**src/rtl/dvd_pkg.sv**
```systemverilog
// Purpose: shared screen geometry, FSM state type and palette helper for the bouncing-logo sequencer.
// Latency: n/a (declarations only).
// Backpressure: n/a.
package dvd_pkg;

  localparam int H_ACTIVE = 640;
  localparam int V_ACTIVE = 480;
  localparam int SPRITE_W = 128;
  localparam int SPRITE_H = 128;

  typedef enum logic [1:0] {
    IDLE,
    CALC_X,
    CALC_Y,
    COMMIT
  } bounce_state_t;

  // Palette index runs 1..7; index 0 is reserved and never produced.
  function automatic logic [2:0] next_color(input logic [2:0] c);
    return (c == 3'd7) ? 3'd1 : c + 3'd1;
  endfunction

endpackage

```
**src/rtl/dvd_axis_step.sv**
```systemverilog
// Purpose: one-axis position step with clamp-and-reflect at 0 and max.
// Latency: combinational.
// Backpressure: none.
module dvd_axis_step (
  input  logic [9:0] pos,
  input  logic       dir,
  input  logic [2:0] speed,
  input  logic [9:0] max,
  output logic [9:0] next,
  output logic       hit
);

  logic signed [10:0] sum;

  // Signed 11-bit step so a move below 0 is seen as negative instead of wrapping.
  always_comb begin
    sum  = '0;
    next = pos;
    hit  = 1'b0;
    if (dir) begin
      sum = $signed({1'b0, pos}) + $signed({8'd0, speed});
    end else begin
      sum = $signed({1'b0, pos}) - $signed({8'd0, speed});
    end
    if (dir && (sum >= $signed({1'b0, max}))) begin
      next = max;
      hit  = 1'b1;
    end else if (!dir && (sum <= 11'sd0)) begin
      next = '0;
      hit  = 1'b1;
    end else begin
      next = sum[9:0];
    end
  end

endmodule

```
**src/rtl/dvd_bounce_controller.sv**
```systemverilog
// Purpose: per-frame sprite motion FSM; steps x then y, then commits position, direction, colour and pulses.
// Latency: outputs update on the 3rd clk edge after the frame_start edge; busy high for 3 cycles.
// Backpressure: none; frame_start while busy, paused or at speed 0 is dropped, never queued.
module dvd_bounce_controller
  import dvd_pkg::*;
#(
  parameter int H_ACTIVE_P = H_ACTIVE,
  parameter int V_ACTIVE_P = V_ACTIVE,
  parameter int SPRITE_W_P = SPRITE_W,
  parameter int SPRITE_H_P = SPRITE_H,
  parameter int INIT_X     = 200,
  parameter int INIT_Y     = 200
) (
  input  logic       clk,
  input  logic       rst_n,
  input  logic       frame_start,
  input  logic       pause,
  input  logic [2:0] speed,
  output logic [9:0] sprite_x,
  output logic [9:0] sprite_y,
  output logic       dir_x,
  output logic       dir_y,
  output logic [2:0] color_idx,
  output logic       bounce,
  output logic       corner,
  output logic       busy
);

  localparam logic [9:0] X_MAX  = 10'(H_ACTIVE_P - SPRITE_W_P);
  localparam logic [9:0] Y_MAX  = 10'(V_ACTIVE_P - SPRITE_H_P);
  localparam logic [9:0] X_INIT = 10'(INIT_X);
  localparam logic [9:0] Y_INIT = 10'(INIT_Y);

  bounce_state_t state, next_state;

  logic [2:0] speed_q;
  logic [9:0] nx, ny;
  logic       hit_x, hit_y;

  logic [9:0] step_pos, step_max, step_next;
  logic       step_dir, step_hit;
  logic       start;

  assign start = frame_start && !pause && (speed != 3'd0);
  assign busy  = (state != IDLE);

  // One shared stepper: x axis in CALC_X, y axis in CALC_Y.
  always_comb begin
    step_pos = sprite_x;
    step_dir = dir_x;
    step_max = X_MAX;
    if (state == CALC_Y) begin
      step_pos = sprite_y;
      step_dir = dir_y;
      step_max = Y_MAX;
    end
  end

  dvd_axis_step u_axis_step (
    .pos   (step_pos),
    .dir   (step_dir),
    .speed (speed_q),
    .max   (step_max),
    .next  (step_next),
    .hit   (step_hit)
  );

  // State register.
  always_ff @(posedge clk) begin
    if (!rst_n) begin
      state <= IDLE;
    end else begin
      state <= next_state;
    end
  end

  // Next-state: fixed three-cycle walk once a frame is accepted.
  always_comb begin
    next_state = state;
    case (state)
      IDLE:    if (start) next_state = CALC_X;
      CALC_X:  next_state = CALC_Y;
      CALC_Y:  next_state = COMMIT;
      COMMIT:  next_state = IDLE;
      default: next_state = IDLE;
    endcase
  end

  // Datapath: speed captured at accept so a mid-frame change cannot split the axes.
  always_ff @(posedge clk) begin
    if (!rst_n) begin
      speed_q   <= 3'd0;
      nx        <= '0;
      ny        <= '0;
      hit_x     <= 1'b0;
      hit_y     <= 1'b0;
      sprite_x  <= X_INIT;
      sprite_y  <= Y_INIT;
      dir_x     <= 1'b1;
      dir_y     <= 1'b0;
      color_idx <= 3'd1;
      bounce    <= 1'b0;
      corner    <= 1'b0;
    end else begin
      bounce <= 1'b0;
      corner <= 1'b0;
      case (state)
        IDLE: begin
          if (start) speed_q <= speed;
        end
        CALC_X: begin
          nx    <= step_next;
          hit_x <= step_hit;
        end
        CALC_Y: begin
          ny    <= step_next;
          hit_y <= step_hit;
        end
        COMMIT: begin
          sprite_x <= nx;
          sprite_y <= ny;
          if (hit_x) dir_x <= ~dir_x;
          if (hit_y) dir_y <= ~dir_y;
          bounce <= hit_x | hit_y;
          corner <= hit_x & hit_y;
          // A corner hit still advances the palette by one step only.
          if (hit_x | hit_y) color_idx <= next_color(color_idx);
        end
        default: ;
      endcase
    end
  end

endmodule

```
**config.mk**
```make
export PLATFORM = sky130hd
export DESIGN_NAME = dvd_bounce_controller
export DESIGN_NICKNAME = d
export VERILOG_FILES = /design/src/rtl/dvd_pkg.sv /design/src/rtl/dvd_axis_step.sv /design/src/rtl/dvd_bounce_controller.sv
export SDC_FILE = /design/constraint.sdc
export NUM_CORES = 1
export LEC_CHECK = 0
export BUFFER_PORTS_ARGS = -buffer_cell sky130_fd_sc_hd__buf_2
export CELL_PAD_IN_SITES_DETAIL_PLACEMENT = 0
export CELL_PAD_IN_SITES_GLOBAL_PLACEMENT = 2
export CORE_MARGIN = 5
export CORE_UTILIZATION = 33
export DETAILED_ROUTE_END_ITERATION = 8
export PLACE_DENSITY = 0.84
export SLEW_MARGIN = 10
export SYNTH_ARGS = -nofsm -noshare
export SYNTH_HDL_FRONTEND = slang
export SYNTH_SLANG_ARGS = --single-unit
```
**constraint.sdc**
```tcl
create_clock -name clk -period 6.9 [get_ports clk]
set_input_delay 1.035 -clock clk [delete_from_list [all_inputs] [get_ports clk]]
set_output_delay 1.035 -clock clk [all_outputs]
set_load 0.01 [all_outputs]
```
==> results.sh, run 1 <==
export IMPL_fmax_mhz=182.8
export IMPL_synth_async_reset_ratio_pct=0
export IMPL_antenna_found_initial=0
export IMPL_multi_input_area_um2=1744
export IMPL_rr_endpoint="nx[8]"
export IMPL_ys_ff_latch=54
export IMPL_yosysWarnings=0
export IMPL_synth_area_leaders="dfxtp_1, ha_1, mux2i_1, mux2_2, a21oi_1"
export IMPL_tightest_slew_ns=1.050
export IMPL_cts_resized=0
export IMPL_holdCritPathClass="flip-flop to flip-flop"
export IMPL_htree_levels=2
export IMPL_fin_setup_tns_ns=0
export IMPL_yosys_area_top_type="dfxtp_1"
export IMPL_synth_top_area_share_pct=36.89
export IMPL_critPathCaptureType="flip-flop"
export IMPL_grt_pass1_wl_um=10970
export IMPL_crit_chain="inv_1 > ha_1 > nor2b_1 > a21oi_2 > nor2b_1 > ha_1 > a21oi_1 > o22ai_1 > nor2_1 > xor2_1 > inv_1 > ha_1 > nand2_1 > nor4_2 > o41ai_4 > a2111oi_4 > nor3_1 > o221a_1"
export IMPL_die_y_um=104.2
export IMPL_slew_limit_headroom_pct=29.57
export IMPL_clkPwrFrac_pct=21.8
export IMPL_clk_insertion_delay_late_ns=0.31
export IMPL_cts_made_buffers=5
export IMPL_rows=34
export IMPL_io_pins=35
export IMPL_nNetsFinal=371
export IMPL_setup_viol=0
export IMPL_portBuffers=34
export IMPL_met3_usage_pct=2.297
export IMPL_syn_area_um2=2930
export IMPL_cts_tree="done"
export IMPL_min_period_over_period_pct=79.27
export IMPL_switchingPower_mw=0.3151
export IMPL_dominantRegCellSynth="dfxtp_1"
export IMPL_cts_buffer_depth=2
export IMPL_worstReg2RegStart="state[0]"
export IMPL_layout_min_cycle_time_ns=5.470
export IMPL_wl_per_cell_um=14.61
export IMPL_cts_setup_buffers=0
export IMPL_cts_root_buf="clkbuf_8"
export IMPL_grt_max_degree=36
export IMPL_clkTransAtPathRegs_ns=0.11
export IMPL_vias=2232
export IMPL_status="finished clean"
export IMPL_nFillCells=893
export IMPL_synth_edf_count=0
export IMPL_yosysSeqAreaShare_pct=36.89
export IMPL_switching_share_pct=36.44
export IMPL_slew_viol_final=0
export IMPL_whs_path_depth=2
export IMPL_power_density_nw_per_um2=263.9
export IMPL_cts_hold_buf=0
export IMPL_rsz0062_at_grt="false"
export IMPL_hold_viol=0
export IMPL_register_area_um2=1081
export IMPL_whs_endpoint="corner"
export IMPL_cts_num_sinks=54
export IMPL_start_util_pct=33.77
export IMPL_synth_fp_nets=344
export IMPL_grt_usage_pct=12.17
export IMPL_gr_usage_met2_pct=18.72
export IMPL_drtPass1Iterations=4
export IMPL_crit_required_ns=7.12
export IMPL_path_depth=18
export IMPL_p_leak_nw=1.314
export IMPL_avgSynthCellArea_um2=9.332
export IMPL_drc=0
export IMPL_grt_pass1_vias=2102
export IMPL_drt_iter0_markers=90
export IMPL_diodes=0
export IMPL_yosysMostFrequentCell="dfxtp_1"
export IMPL_crit_type="flip-flop to flip-flop"
export IMPL_cpMaxStageDelayCell="a2111oi_4"
export IMPL_worst_path_buf_inv=2
export IMPL_p_int_mw=0.5497
export IMPL_r2r_slack_ns=1.43
export IMPL_drive_above_1_share_pct=18.13
export IMPL_crit_path_max_fanout=23
export IMPL_grt_busiest_layer="met2"
export IMPL_use_met1_pct=17.36
export IMPL_place_area_um2=3179
export IMPL_power_share_combinational_pct=34.8
export IMPL_path_delay_family="compound AO/OA/AOI/OAI gates"
export IMPL_cpMostUsedCell="ha_1"
export IMPL_power_frac_seq_pct=43.5
export IMPL_die_area_um2=10860
export IMPL_grt_ovfl_total=0
export IMPL_synth_cell_types=47
export IMPL_syn_inst=314
export IMPL_drv_cap=0
export IMPL_dp_hpwl_um=4808
export IMPL_critPathMaxStageDelay_ns=0.78
export IMPL_core_area_um2=8678
export IMPL_routed_wl_um=6573
export IMPL_irDropWorstVdd_mv=0.1110
export IMPL_fp_dieW_um=104.2
export IMPL_cp_start_kind="flip-flop"
export IMPL_drt_vias_per_instance=4.960
export IMPL_min_from="hit_y"
export IMPL_worstPathArrival_ns=5.68
export IMPL_synthTopCellsByCount="dfxtp_1, nand2_1, nor2_1"
export IMPL_reg2reg_depth=18
export IMPL_antenna_left=0
export IMPL_place_gp_congestion=0.8045
export IMPL_syn2layout_area_growth_pct=11.83
export IMPL_design_area_um2=3277
export IMPL_skew_ns=0.01097
cells in the final DEF, fill, tap and decap left out, types with 3 or more instances in the layout:
cell type  Yosys  layout
dfxtp_1       54      54
buf_2          0      34
nand2_1       30      30
nor2_1        28      28
mux2i_1       24      24
a21oi_1       23      23
ha_1          22      22
or3_1         14      14
mux2_2        13      13
nand2b_1      12      12
inv_1         10      10
o21ai_0        8       8
nor3_1         6       6
o221a_1        6       6
xor2_1         5       5
clkbuf_8       0       5
a21o_1         4       4
xnor2_1        4       4
nor2b_1        3       3
nand3_1        3       3
nor3b_1        3       3
final cells by class:
| cell class | count | share of cell area (%) |
|---|---|---|
| Tap cell | 108 | 4.124 |
| Sequential cell | 54 | 32.99 |
| Inverter | 11 | 1.260 |
| Clock inverter | 3 | 0.8782 |
| Clock buffer | 5 | 2.100 |
| Multi-Input combinational cell | 234 | 53.23 |
| Timing Repair Buffer | 35 | 5.422 |
routing by layer:
layer  up-vias  part of all wire (%)
met5         -                     0
met4         0                  0.96
met3         4                   2.9
met2        33                    45
met1      1030                    51
li1       1165                     -
sequential cells by signal, summed over array words and instances, names as in the netlist:
register   cells
nx            10
color_idx      3
sprite_x      10
hit_y          1
ny            10
corner         1
state          2
hit_x          1
dir_x          1
dir_y          1
bounce         1
sprite_y      10
speed_q        3
cells by family after synthesis:
group	share of synthesized area (%)
xor gates and xnor gates	3.458
muxes	13.19
DFF	36.89
and+or+nand+nor	17.46
AOI/OAI and AO/OA	15.33
buffers and inverters	3.587
adders and majority gates	10.08
metrics by stage:
stage | power [mW] | utilization [%] | worst slack, ns | hold WS (ns) | cells
floorplan | 0.6195 | - | 2.576 | 0.4327 | 314
global placement | 0.6823 | 36.63 | 1.510 | 0.4616 | 442
detailed placement | 0.6869 | 36.63 | 1.399 | 0.4580 | 442
CTS | 0.8752 | 37.76 | 1.414 | 0.4740 | 450
global route | 0.9271 | 37.76 | 1.046 | 0.4934 | 450
finish | 0.8648 | 37.76 | 1.430 | 0.4670 | 450
worst register-to-register path, delay by kind of cell, from the launching register on:
| family | cells | cell delay, ns |
|---|---|---|
| flip-flops | 1 | 0.35 |
| AND/OR/NAND/NOR | 6 | 1.24 |
| AO/OA/AOI/OAI | 6 | 1.82 |
| XOR/XNOR | 1 | 0.43 |
| buffers and inverters | 2 | 0.19 |
| adder cells (fa/ha/maj) | 3 | 1.35 |
worst max-delay path by stage:
stage             start    end  slack [ns]
2_1_floorplan  state[0]  ny[5]        2.58
3_3_place_gp   state[0]  ny[6]        1.51
3_5_place_dp   state[0]  ny[6]        1.40
4_1_cts        state[0]  nx[8]        1.41
5_1_grt        state[0]  ny[9]        1.05
6_report       state[0]  nx[8]        1.43
power by group through the flow:
stage	Combinational, mW	Clock (mW)	Sequential (mW)
after floorplan	0.241	0	0.378
after global placement	0.299	0	0.383
after detailed placement	0.303	0	0.384
after CTS	0.303	0.195	0.377
after global routing	0.336	0.209	0.383
final	0.301	0.188	0.376
Note: power is estimated with default switching activity, not from simulation.
==> run 2: changes to the inputs <==
- clock period: 6.9 -> 5.6 ns (I/O delays scaled with it)
==> run 2 against run 1 <==
Wire length shrank 1.3%. Sequential power grew 23%. First-iteration DRC count grew 60%. Total power grew 29%. Combinational power grew 28%. Design area grew 1.3%. Global-route usage shrank 0.081 points. Flip-flop and latch count is the same.
==> results.sh, run 2 (synthesized netlist as in run 1, its figures left out) <==
export IMPL_clkTransAtPathRegs_ns=0.11
export IMPL_power_share_combinational_pct=34.4
export IMPL_slew_limit_headroom_pct=33.07
export IMPL_drt_iter0_markers=144
export IMPL_power_frac_seq_pct=41.4
export IMPL_core_area_um2=8678
export IMPL_nFillCells=910
export IMPL_worstReg2RegStart="state[0]"
export IMPL_drt_vias_per_instance=4.962
export IMPL_grt_usage_pct=12.09
export IMPL_portBuffers=34
export IMPL_place_area_um2=3202
export IMPL_wl_met2_um=2923
export IMPL_clk_insertion_delay_late_ns=0.31
export IMPL_register_area_um2=1081
export IMPL_wl_met3_um=239
export IMPL_die_area_um2=10860
export IMPL_skew_ns=0.008077
export IMPL_rr_endpoint="ny[5]"
export IMPL_worstPathArrival_ns=5.17
export IMPL_slew_viol_final=0
export IMPL_drv_cap=0
export IMPL_multi_input_area_um2=1744
export IMPL_fp_dieW_um=104.2
export IMPL_grt_ovfl_total=0
export IMPL_start_util_pct=33.77
export IMPL_cts_tree="done"
export IMPL_reg2reg_depth=17
export IMPL_p_int_mw=0.7278
export IMPL_p_leak_nw=1.339
export IMPL_min_period_over_period_pct=88.55
export IMPL_cp_start_kind="flip-flop"
export IMPL_cts_resized=0
export IMPL_cts_hold_buf=0
export IMPL_critPathCaptureType="flip-flop"
export IMPL_antenna_left=0
export IMPL_final_common_cell="dfxtp_1"
export IMPL_mostFrequentLayoutCells="dfxtp_1, buf_2, nand2_1"
export IMPL_vias=2248
export IMPL_drtPass1Iterations=4
export IMPL_dp_hpwl_um=4865
export IMPL_fmax_mhz=201.7
export IMPL_status="finished clean"
export IMPL_hold_viol=0
export IMPL_place_gp_congestion=0.8115
export IMPL_holdCritPathClass="flip-flop to flip-flop"
export IMPL_irDropWorstVdd_mv=0.1130
export IMPL_r2r_slack_ns=0.64
export IMPL_rows=34
export IMPL_whs_endpoint="corner"
export IMPL_critPathMaxStageDelay_ns=0.53
export IMPL_fin_setup_tns_ns=0
export IMPL_hold_ws_ns=0.4701
export IMPL_diodes=0
export IMPL_grt_pass1_wl_um=11010
export IMPL_wl_per_cell_um=14.32
export IMPL_clkPwrFrac_pct=24.3
export IMPL_top_layer="met4"
export IMPL_crit_type="flip-flop to flip-flop"
export IMPL_drc=0
export IMPL_die_y_um=104.2
export IMPL_drive_above_1_share_pct=18.84
export IMPL_cpMostUsedCell="ha_1"
export IMPL_drt_met1_wl_um=3233
export IMPL_cpMaxStageDelayCell="a2111oi_4"
export IMPL_antenna_found_initial=0
export IMPL_cts_num_sinks=54
export IMPL_syn2layout_area_growth_pct=13.24
export IMPL_crit_chain="inv_1 > ha_1 > nor2b_1 > a21oi_2 > o31a_1 > ha_1 > a21o_1 > a2111oi_2 > a21oi_1 > a2111oi_0 > a311o_1 > ha_1 > o21ba_2 > a2111oi_4 > buf_4 > nor3_1 > o221a_1"
export IMPL_cts_buffer_depth=2
export IMPL_whs_path_depth=2
export IMPL_crit_required_ns=5.81
export IMPL_min_from="hit_y"
export IMPL_grt_pass1_vias=2178
export IMPL_cts_made_buffers=5
export IMPL_switching_share_pct=34.92
export IMPL_path_delay_family="compound AO/OA/AOI/OAI gates"
export IMPL_layout_min_cycle_time_ns=4.959
export IMPL_switchingPower_mw=0.3905
export IMPL_io_pins=35
export IMPL_htree_levels=2
export IMPL_cts_root_buf="clkbuf_8"
export IMPL_design_area_um2=3318
export IMPL_rsz0062_at_grt="false"
export IMPL_worst_path_buf_inv=2
export IMPL_grt_max_degree=36
export IMPL_cts_setup_buffers=0
export IMPL_power_density_nw_per_um2=337.0
export IMPL_setup_viol=0
export IMPL_nNetsFinal=374
export IMPL_routed_wl_um=6485
export IMPL_tightest_slew_ns=0.9977
export IMPL_crit_path_max_fanout=10
==> run 2: worst max path at each step <==
stage,startpoint,to,cells after the start
global placement,state[0],ny[5],17
global route,state[0],ny[5],17
detailed placement,state[0],ny[5],17
CTS,state[0],ny[5],17
finish,state[0],ny[5],17
floorplan,state[0],ny[5],19
==> run 2: per-stage QoR <==
step                      instances  total power, mW  utilization [%]  setup WS (ns)
final                           453            1.118            38.24         0.6411
after floorplan                 314           0.7633                -          1.276
after detailed placement        445           0.8590            36.89         0.6825
after global placement          445           0.8538            36.89         0.7411
after CTS                       453            1.130            38.24         0.6529
after global routing            453            1.197            38.24         0.1865
==> run 2: power groups by stage <==
stage                     logic [mW]  registers (mW)  clock network, mW
final                          0.384           0.463              0.271
after global routing           0.432           0.470              0.295
after CTS                      0.388           0.464              0.278
after detailed placement       0.387           0.473                  0
after global placement         0.383           0.471                  0
after floorplan                0.298           0.466                  0
==> run 2: final cells by class <==
| type | count | share of cell area (%) |
|---|---|---|
| Clock buffer | 5 | 2.074 |
| Clock inverter | 3 | 1.433 |
| Inverter | 11 | 1.244 |
| Multi-Input combinational cell | 234 | 52.56 |
| Sequential cell | 54 | 32.58 |
| Tap cell | 108 | 4.072 |
| Timing Repair Buffer | 38 | 6.033 |
==> run 2: worst reg2reg max path, stage by stage, from the launching register on <==
cell and delay [ns]:
dfxtp_1 0.35, inv_1 0.11, ha_1 0.26, nor2b_1 0.10, a21oi_2 0.41, o31a_1 0.36
ha_1 0.33, a21o_1 0.22, a2111oi_2 0.35, a21oi_1 0.17, a2111oi_0 0.42, a311o_1 0.30
ha_1 0.20, o21ba_2 0.18, a2111oi_4 0.53, buf_4 0.25, nor3_1 0.07, o221a_1 0.23
==> run 2: metal layers <==
metal,track usage (%),vias up
li1,-,1168
met1,16.72,1032
met2,19.08,41
met3,2.110,7
met4,3.885,0
met5,0,-
==> run 3: changes to the inputs <==
- CELL_PAD_IN_SITES_DETAIL_PLACEMENT: 0 -> not set
- CELL_PAD_IN_SITES_GLOBAL_PLACEMENT: 2 -> not set
- PLACE_DENSITY: 0.84 -> 0.61
- SYNTH_HIERARCHICAL: not set -> 1
==> run 3 against run 2 <==
Sequential share of layout area shrank 3.0 points. Die area grew 11%. Design area grew 10%. Combinational power grew 18%. Total power shrank 0.46%. Fmax shrank 0.81%. Critical path type unchanged. Critical endpoint is now nx[2].
==> results.sh, run 3 <==
export IMPL_place_area_um2=3567
export IMPL_yosysWarnings=6
export IMPL_design_area_um2=3650
export IMPL_status="finished clean"
export IMPL_synth_cell_types=52
export IMPL_drc=0
export IMPL_synthTopCellsByCount="dfxtp_1, mux2i_1, nor2b_1"
export IMPL_fp_dieW_um=109.9
export IMPL_yosysMostFrequentCell="dfxtp_1"
export IMPL_power_total_mw=1.113
export IMPL_clk_insertion_delay_late_ns=0.30
export IMPL_wl_met3_um=201
export IMPL_synth_top_area_share_pct=32.83
export IMPL_nNetsFinal=415
export IMPL_yosys_area_top_type="dfxtp_1"
export IMPL_switching_share_pct=35.62
export IMPL_cts_made_buffers=5
export IMPL_mostFrequentLayoutCells="dfxtp_1, mux2i_1, nor2b_1"
export IMPL_p_int_mw=0.7166
export IMPL_syn_inst=341
export IMPL_fin_setup_tns_ns=0
export IMPL_slew_viol_final=0
export IMPL_cts_hold_buf=0
export IMPL_p_leak_nw=1.456
export IMPL_antenna_left=0
export IMPL_wl_per_cell_um=13.93
export IMPL_drt_iter0_markers=84
export IMPL_start_util_pct=33.69
export IMPL_crit_type="flip-flop to flip-flop"
export IMPL_avgSynthCellArea_um2=9.657
export IMPL_antenna_found_initial=0
export IMPL_fmax_mhz=200.0
export IMPL_layout_min_cycle_time_ns=4.999
export IMPL_clkPwrFrac_pct=19.2
export IMPL_cts_tree="done"
export IMPL_cts_setup_buffers=0
export IMPL_min_period_over_period_pct=89.27
export IMPL_rsz0062_at_grt="false"
export IMPL_die_y_um=109.9
export IMPL_cp_start_kind="flip-flop"
export IMPL_rows=36
export IMPL_worstPathArrival_ns=5.23
export IMPL_drv_cap=0
export IMPL_die_area_um2=12080
export IMPL_power_density_nw_per_um2=305.0
export IMPL_skew_ns=0.007699
export IMPL_synth_async_reset_ratio_pct=0
export IMPL_cts_resized=0
export IMPL_wl_met2_um=3389
export IMPL_yosysSeqAreaShare_pct=32.83
export IMPL_routed_wl_um=7118
export IMPL_syn_area_um2=3293
export IMPL_grt_max_degree=59
export IMPL_nFillCells=1011
export IMPL_drive_above_1_share_pct=17.99
export IMPL_power_frac_seq_pct=40.0
export IMPL_final_common_cell="dfxtp_1"
export IMPL_crit_chain="inv_1 > ha_1 > mux2_4 > mux2_2 > fa_1 > a211oi_1 > o21ai_0 > a21oi_1 > xnor2_1 > ha_1 > nand4_1 > nor3_1 > a2111o_1 > o221ai_1 > buf_4 > nor2_1 > a211oi_1 > mux2i_1 > nor2b_1"
export IMPL_setup_viol=0
export IMPL_cpMaxStageDelayCell="ha_1"
export IMPL_tightest_slew_ns=0.8276
export IMPL_htree_levels=2
export IMPL_crit_required_ns=5.83
export IMPL_syn2layout_area_growth_pct=10.83
export IMPL_core_area_um2=9774
export IMPL_vias=2473
export IMPL_io_pins=35
export IMPL_clkTransAtPathRegs_ns=0.09
export IMPL_grt_usage_pct=12.57
export IMPL_dp_hpwl_um=5441
export IMPL_switchingPower_mw=0.3965
export IMPL_cts_num_sinks=54
export IMPL_grt_pass1_vias=2452
export IMPL_final_util_pct=37.34
export IMPL_top_layer="met4"
export IMPL_drt_met1_wl_um=3299
export IMPL_critPathCaptureType="flip-flop"
export IMPL_power_share_combinational_pct=40.8
export IMPL_place_gp_congestion=0.9045
export IMPL_cts_buffer_depth=2
export IMPL_synth_edf_count=0
export IMPL_portBuffers=34
export IMPL_grt_pass1_wl_um=12050
export IMPL_hold_viol=0
export IMPL_synth_area_leaders="dfxtp_1, mux2i_1, ha_1, nor2b_1, mux2_2"
export IMPL_critPathMaxStageDelay_ns=0.47
export IMPL_drt_vias_per_instance=4.840
export IMPL_dominantRegCellSynth="dfxtp_1"
export IMPL_slew_limit_headroom_pct=44.83
export IMPL_grt_ovfl_total=0
export IMPL_crit_path_max_fanout=9
export IMPL_ys_ff_latch=54
export IMPL_drtPass1Iterations=4
export IMPL_cts_root_buf="clkbuf_8"
export IMPL_diodes=0
export IMPL_irDropWorstVdd_mv=0.1799
export IMPL_holdCritPathClass="flip-flop to flip-flop"
## run 3: cell types whose count changed after synthesis, sizes merged, moves of 8 or more
cell / previous run / this run
a21oi: 24 / 14
nor2b: 3 / 37
or3: 14 / 0
nand2: 30 / 22
buf: 4 / 13
nor2: 28 / 12
nand2b: 12 / 1
mux2i: 24 / 46
## run 3: cell type report
type | count | area [µm²] | area share (%)
flip-flops and latches | 54 | 1081 | 29.62
repair buffers | 39 | 207.7 | 5.691
inverters | 17 | 63.81 | 1.748
well taps | 133 | 166.4 | 4.559
clock buffers | 6 | 82.58 | 2.263
multi-input cells | 262 | 2048 | 56.12
## run 3: kinds of logic (layout without fill, tap and decap cells)
group / Yosys count / after routing / share of synthesized area [%]
buf+inv: 34 / 62 / 6.003
xor+xnor: 11 / 11 / 2.925
fa+ha+maj: 29 / 29 / 11.25
compound gates: 58 / 58 / 11.85
other cells: 1 / 10 / 0.1139
simple gates: 95 / 95 / 16.26
mux: 59 / 59 / 18.77
flops: 54 / 54 / 32.83
## run 3: path summary, 6_finish.rpt
kind,start,to,slack [ns],depth (start not counted)
max,state[0],nx[2],0.60,19
min,nx[3],sprite_x[3],0.48,2
max reg2reg,state[0],nx[2],0.60,19
min reg2reg,nx[3],sprite_x[3],0.48,2
## run 3: power by group through the flow
stage | clock network (mW) | registers, mW | logic, mW
4_1_cts | 0.223 | 0.446 | 0.459
6_report | 0.213 | 0.445 | 0.455
5_1_grt | 0.241 | 0.452 | 0.505
2_1_floorplan | 0 | 0.451 | 0.371
3_5_place_dp | 0 | 0.455 | 0.457
3_3_place_gp | 0 | 0.453 | 0.446
## run 3: through the flow
stage / setup WS [ns] / hold slack, ns / instances
after floorplan: 0.8322 / 0.4432 / 350
after global placement: 0.8121 / 0.4566 / 505
after detailed placement: 0.6192 / 0.4614 / 505
after CTS: 0.6059 / 0.4859 / 511
after global routing: 0.2707 / 0.5076 / 511
final: 0.6008 / 0.4815 / 511
## run 3: critical path, delay by kind of cell, from the launching register on
| family | cells | cell delay [ns] |
|---|---|---|
| XOR/XNOR | 1 | 0.22 |
| adder cells (fa/ha/maj) | 3 | 1.22 |
| AND/OR/NAND/NOR | 4 | 0.37 |
| flip-flops | 1 | 0.35 |
| multiplexers | 3 | 0.83 |
| AO/OA/AOI/OAI | 6 | 1.67 |
| buffers and inverters | 2 | 0.26 |
## run 3: routing by layer
| layer | track usage [%] | vias to the layer above |
|---|---|---|
| met4 | 5.966 | 0 |
| met5 | 0 | - |
| met1 | 15.77 | 1157 |
| li1 | - | 1252 |
| met2 | 20.88 | 48 |
| met3 | 2.055 | 16 |
